[config.mk]
export PLATFORM = sky130hd
export DESIGN_NAME = imem_arbiter
export DESIGN_NICKNAME = d
export VERILOG_FILES = /design/src/rtl/imem_arbiter.sv
export SDC_FILE = /design/constraint.sdc
export NUM_CORES = 1
export LEC_CHECK = 0
export ABC_AREA = 1
export CAP_MARGIN = 20
export CORE_MARGIN = 4
export CORE_UTILIZATION = 38
export DETAILED_ROUTE_END_ITERATION = 7
export GPL_ROUTABILITY_DRIVEN = 1
export PLACE_DENSITY_LB_ADDON = 0.12
export SYNTH_ARGS = -nofsm -noshare
export SYNTH_HDL_FRONTEND = slang
export SYNTH_SLANG_ARGS = --single-unit
[constraint.sdc]
create_clock -name clock -period 4.4 [get_ports clock]
set_clock_uncertainty 0.2 [all_clocks]
set_input_delay 0.88 -clock clock [delete_from_list [all_inputs] [get_ports clock]]
set_output_delay 0.88 -clock clock [all_outputs]
set_load 0.02 [all_outputs]
[src/rtl/imem_arbiter.sv]
// Instruction-memory arbiter: shares one single-port memory between the core
// fetch port and a program loader/debug port, with a load-mode state machine.
module imem_arbiter #(
  parameter int ADDR_W     = 32,
  parameter int DATA_W     = 32,
  parameter int MAX_STARVE = 4
) (
  input  logic              clock,
  input  logic              reset,
  input  logic              load_mode,
  input  logic              f_req,
  input  logic [ADDR_W-1:0] f_addr,
  output logic              f_gnt,
  output logic              f_rvalid,
  output logic [DATA_W-1:0] f_rdata,
  input  logic              l_req,
  input  logic              l_we,
  input  logic [ADDR_W-1:0] l_addr,
  input  logic [DATA_W-1:0] l_wdata,
  output logic              l_gnt,
  output logic              l_rvalid,
  output logic [DATA_W-1:0] l_rdata,
  output logic [ADDR_W-1:0] mem_addr,
  output logic [DATA_W-1:0] mem_wdata,
  output logic              mem_we,
  input  logic [DATA_W-1:0] mem_rdata
);

  localparam logic [3:0] MAX_CNT = 4'(MAX_STARVE);

  typedef enum logic [1:0] {
    RUN   = 2'd0,
    LOAD  = 2'd1,
    FLUSH = 2'd2
  } state_t;

  state_t     state, state_nxt;
  logic [3:0] starve_cnt;

  always_ff @(posedge clock) begin
    if (reset) state <= RUN;
    else       state <= state_nxt;
  end

  // Next state and grants; arbitration follows the current (registered) state,
  // so the cycle in which load_mode rises still arbitrates under RUN rules.
  always_comb begin
    state_nxt = state;
    f_gnt     = 1'b0;
    l_gnt     = 1'b0;
    case (state)
      RUN: begin
        if (load_mode) state_nxt = LOAD;
        if (f_req && l_req) begin
          if (starve_cnt == MAX_CNT) l_gnt = 1'b1;
          else                       f_gnt = 1'b1;
        end else begin
          f_gnt = f_req;
          l_gnt = l_req;
        end
      end
      LOAD: begin
        if (!load_mode) state_nxt = FLUSH;
        l_gnt = l_req;
      end
      FLUSH: begin
        state_nxt = load_mode ? LOAD : RUN;
      end
      default: state_nxt = RUN;
    endcase
  end

  always_ff @(posedge clock) begin
    if (reset || l_gnt || !l_req)
      starve_cnt <= '0;
    else if (f_gnt && starve_cnt != MAX_CNT)
      starve_cnt <= starve_cnt + 4'd1;
  end

  always_comb begin
    mem_addr  = '0;
    mem_wdata = '0;
    mem_we    = 1'b0;
    if (l_gnt) begin
      mem_addr  = l_addr;
      mem_wdata = l_wdata;
      mem_we    = l_we;
    end else if (f_gnt) begin
      mem_addr  = f_addr;
    end
  end

  always_ff @(posedge clock) begin
    if (reset) begin
      f_rvalid <= 1'b0;
      l_rvalid <= 1'b0;
      f_rdata  <= '0;
      l_rdata  <= '0;
    end else begin
      f_rvalid <= f_gnt;
      l_rvalid <= l_gnt;
      if (f_gnt) f_rdata <= mem_rdata;
      if (l_gnt) l_rdata <= l_we ? '0 : mem_rdata;
    end
  end

endmodule

# Word-level counts from Yosys, hierarchy flattened
# Cells that the tools add are included.
# Widths: inputs -> output; s select.
[op_classes] bitwise_logic=0 eq_ne=6 add_sub_neg=1 n_mux=15 magnitude_cmp=0 n_shift=0 n_div=0 n_mul=0 reduce_logical=7
[op_table] op="$mux 32" count=4
[op_table] op="$mux 1" count=7
[op_table] op="$pmux 2 s3" count=1
[op_table] op="$add 4x1->4 const B" count=1
[op_table] op="$eq 4x3->1 const B" count=1
[op_table] op="$mux 2" count=2
[op_table] op="$ne 2x2->1 const B" count=2
[op_table] op="$ne 4x3->1 const B" count=1
[op_table] op="$eq 2x1->1 const B" count=1
[op_table] op="$eq 2x2->1 const B" count=1
[op_table] op="$logic_and 1x1->1" count=2
[op_table] op="$logic_not 2->1" count=1
[op_table] op="$logic_or 1x1->1" count=2
[op_table] op="$pmux 1 s2" count=1
[op_table] op="$reduce_and 2->1" count=1
[op_table] op="$logic_not 1->1" count=1
[totals] latch_bits=0 romBits=0 reg_bits=72 ramBits=0 memories=0 input_bits=134 out_inout_bits=133

# Logic depth before layout (Yosys ltp)
[logic_depth] word_depth=6 ltp_mapped=11 mapped_depth_nobuf=9

# Worst setup path after synthesis
# No wires, ideal clock.
[synth_path] path_type="in2out" from="in f_req" to="out mem_addr[22]" required_time_ns=3.320 setup_slack_ns=1.562 cell_stages=8 arrival_ns=1.758 path_cell_list="nand2_1 nor2_1 nand2_2 inv_2 buf_6 buf_2 nand2_1 nand2_1"
[synth_via] elab_chain_len=5 word_cells_on_any_way=7 classes_between="mux (6); reduce/logical (1)"
[synth_rtl] item="start: declaration" line="11" text="input logic f_req,"
[synth_rtl] item="$logic_and 1x1->1" line="54" text="if (f_req && l_req) begin"
[synth_rtl] item="$mux 1 (*)" line="54"
[synth_rtl] item="$mux 1 (*)" line="51" text="case (state)"
[synth_rtl] item="via f_gnt" line="13" text="output logic f_gnt,"
[synth_rtl] item="$mux 32 (*)" line="88" text="end else if (f_gnt) begin"
[synth_rtl] item="$mux 32 (*)" line="84" text="if (l_gnt) begin"
[synth_rtl] item="end: declaration" line="23" text="output logic [ADDR_W-1:0] mem_addr,"
# The timed path passes the listed nets; every way through them passes the cells marked *.

# Worst setup path in the final report
[layout_path] from="in f_req" to="out mem_addr[22]"
[layout_via] elab_chain_len=5 word_cells_on_any_way=7 classes_between="mux (6); reduce/logical (1)"
[layout_rtl] item="$logic_and 1x1->1" line="54"
[layout_rtl] item="$mux 1" line="54"
[layout_rtl] item="$mux 1" line="51"
[layout_rtl] item="$mux 32" line="88"
[layout_rtl] item="$mux 32 (*)" line="84"
# Every way passes the cells marked *; elsewhere a longest branch is shown, timed or not.

==> summary.txt <==
Outcome
  • Status: finished, final reports clean

STA
  • RSZ-0062 raised after global routing: false
  • Worst slew pin tran: 0.768 ns
  • Fmax: 249 MHz
  • Setup violators final: 0
  • Slew HR: 48.7%
  • Final period utilization: 91.3%
  • Final TNS setup: 0 ns
  • Fin. Hold Viols: 0
  • Worst setup margin: 0.382 ns
  • Crit path time final: 4.02 ns
  • Slew Limit Fails: 0

Route
  • Post-route ant nets: 0
  • Drt wl/cell: 14.7 um
  • Initial DRC count: 273
  • DRC: 0
  • Vias/cell: 4.53
  • DR pass1 iterations: 7
  • Final wirelength: 14.7 mm
  • Via count: 4,529

Synthesis
  • Ys flop type: dfxtp_1
  • Post-synth top area share: 39.2%
  • Post-synth EDFFs: 0
  • Netlist cell types: 19
  • Most common cell in the netlist: nand2_1
  • Area leader, netlist: dfxtp_1
  • Cells after Synth: 618
  • Mapped Nets: 754
  • Synth area leaders: dfxtp_1 39%, nand2_1 21%, nor2_1 14%
  • Syn Area/Cell: 5.95 um2
  • Fraction of registers with async set/reset: 0%
  • Top cells by count, synth: 209 x nand2_1, 139 x nor2_1, 76 x inv_1
  • Total number of yosys warnings: 0
  • Seq/Total Area, Yosys: 39.2%
  • Mapped Area: 3670 um2
  • Register bit total from synthesis: 72

Final layout
  • Number of diodes: 0
  • P&R area growth vs syn: 79.4%
  • Share of layout cells above drive strength 1: 4.14%
  • Layout net count: 1,001
  • Final Core Density: 70.7%
  • Fillers: 834
  • Register Area: 1440 um2
  • Multi-input gate area: 1750 um2
  • Final Cell Area: 6590 um2

Power and ir drop
  • Clk network pwr share: 31.8%
  • Sw frac: 30.3%
  • Flop pwr share: 38.0%
  • Total power: 1860 uW
  • Power density cells: 282 nW/um2
  • Switch Pwr: 563 uW
  • Worst vdd ir: 0.253 mV
  • Int Pwr: 1290 uW
  • Static leakage: 0.00316 uW
  • Combinational Power Share: 30.2%

Placement
  • Placed Area: 6370 um2
  • Post-DP HPWL: 11.3 mm
  • Port Buffers: 266
  • Worst slack, placed: 0.422 ns
  • GPL Wtd Cong: 0.861

CTS
  • TritonCTS Sinks: 72
  • Num CTS Buffers: 9
  • CTS root buffer: clkbuf_8
  • CTS max path bufs: 2
  • H-tree depth: 3
  • # resized after CTS: 0
  • TritonCTS clock tree: built
  • Clk pin slew, worst setup/hold paths: 0.08 ns
  • Number of setup buffers added after CTS: 0
  • Insertion delay to the later sink of the worst-skew pair: 0.34 ns
  • Cts hold-fix bufs: 0

Min path
  • Hold_sp: l_rdata[7]$_SDFFE_PP0P_
  • Hold crit path type: flip-flop to flip-flop
  • Hold Path Sink: l_rdata[7]$_SDFFE_PP0P_
  • Hold path depth: 2

Job
  • Max Cap Violations: 0

Setup path
  • Worst-path fanout max: 35
  • Required @ worst endpoint: 3.32 ns
  • Reg2reg start: starve_cnt[0]$_SDFFE_PP0P_
  • CP Launch Type: input port
  • Crit end category: output pin
  • Critical Path AT: 2.94 ns
  • Worst reg2reg path endpoint: l_rdata[30]$_SDFFE_PP0P_
  • Reg2reg setup slack: 1.77 ns
  • Worst-case reg-to-reg path depth: 10
  • Crit path kind: input port to output pin

Floorplan
  • # rows: 35
  • Initial core utilization: 39.4%
  • Die Area: 11,300 um2
  • Core Area: 9330 um2
  • Ports: 267
  • Die W: 106 um
  • Die Ht: 106 um

Global route
  • First-pass GRT wire length: 22.5 mm
  • Antenna violations before repair: 0
  • Remaining Overflow, GRT: 0
  • Vias in the first global route: 4,215
  • Pin count of the biggest net entering global routing: 39
  • Tot GR Track Use: 24.8%
## power groups by stage
| stage | combinational [uW] | clock [uW] | sequential [uW] |
|---|---|---|---|
| 6_report | 560 | 591 | 706 |
| 5_1_grt | 602 | 631 | 711 |
| 4_1_cts | 564 | 602 | 707 |
| 2_1_floorplan | 212 | 0 | 764 |
| 3_3_place_gp | 556 | 0 | 720 |
| 3_5_place_dp | 562 | 0 | 722 |
## layer usage
layer | vias up | share of wire [%] | track usage, %
li1 | 2320 | - | -
met1 | 1993 | 37 | 27.4
met2 | 189 | 51 | 46.1
met3 | 27 | 9.7 | 7.53
met4 | 0 | 2.2 | 6.20
met5 | - | 0 | 0
## through the flow
step / std cells / hold WS (ns)
final: 999 / 0.271
after detailed placement: 983 / 0.261
after CTS: 999 / 0.274
after global routing: 999 / 0.289
after global placement: 983 / 0.250
after floorplan: 618 / 0.237
## registers in the layout, summed over array words and instances (netlist names)
name        flops
f_rdata        32
l_rvalid        1
state           2
f_rvalid        1
starve_cnt      4
l_rdata        32
## layout by cell type, fill, tap and decap left out
cell / Yosys / final
clkdlybuf4s50_1: 0 / 265
nand2_1: 209 / 209
nor2_1: 139 / 138
inv_1: 76 / 75
dfxtp_1: 72 / 72
nand3_1: 69 / 69
clkbuf_8: 0 / 9
buf_4: 1 / 9
inv_2: 3 / 4
nand2_2: 3 / 3
inv_6: 0 / 3
nor2_2: 1 / 2
a21oi_1: 2 / 2
ha_1: 2 / 2
bufinv_16: 0 / 2
clkinvlp_4: 0 / 2
nand3_2: 1 / 1
nor2_4: 1 / 1
nor4_1: 1 / 1
nand4_1: 1 / 1
## cell families after synthesis
logic type      count (synthesis)  synth area share, %
flops                          72                 39.2
buf+inv                       117                 13.3
compound gates                  2                0.272
simple gates                  425                 46.5
fa+ha+maj                       2                0.681
## critical path: stages
cell,delay (ns)
clkdlybuf4s50_1,0.48
nand2_1,0.08
nor2_2,0.13
nand2_2,0.08
inv_2,0.43
nand2_1,0.13
nand2_1,0.11
clkdlybuf4s50_1,0.61
## how the worst max path moves through the flow
stage                     start           end  slack, ns  cells after the start
final                     f_req  mem_addr[22]       0.38                      8
after global routing      f_req   mem_addr[7]       0.23                      8
after CTS                 f_req  mem_addr[22]       0.41                      8
after detailed placement  f_req  mem_addr[10]       0.42                      8
after global placement    l_req   mem_addr[4]       0.47                      8
after floorplan           f_req  mem_addr[22]       1.56                      8
## area by class of cell
class                           instances  area share [%]
Inverter                               79            4.50
Multi-Input combinational cell        429            26.5
Timing Repair Buffer                  274            41.3
Clock inverter                          7            1.54
Clock buffer                            9            1.88
Tap cell                              129            2.45
Sequential cell                        72            21.9
Power figures use the tool's default switching activity.
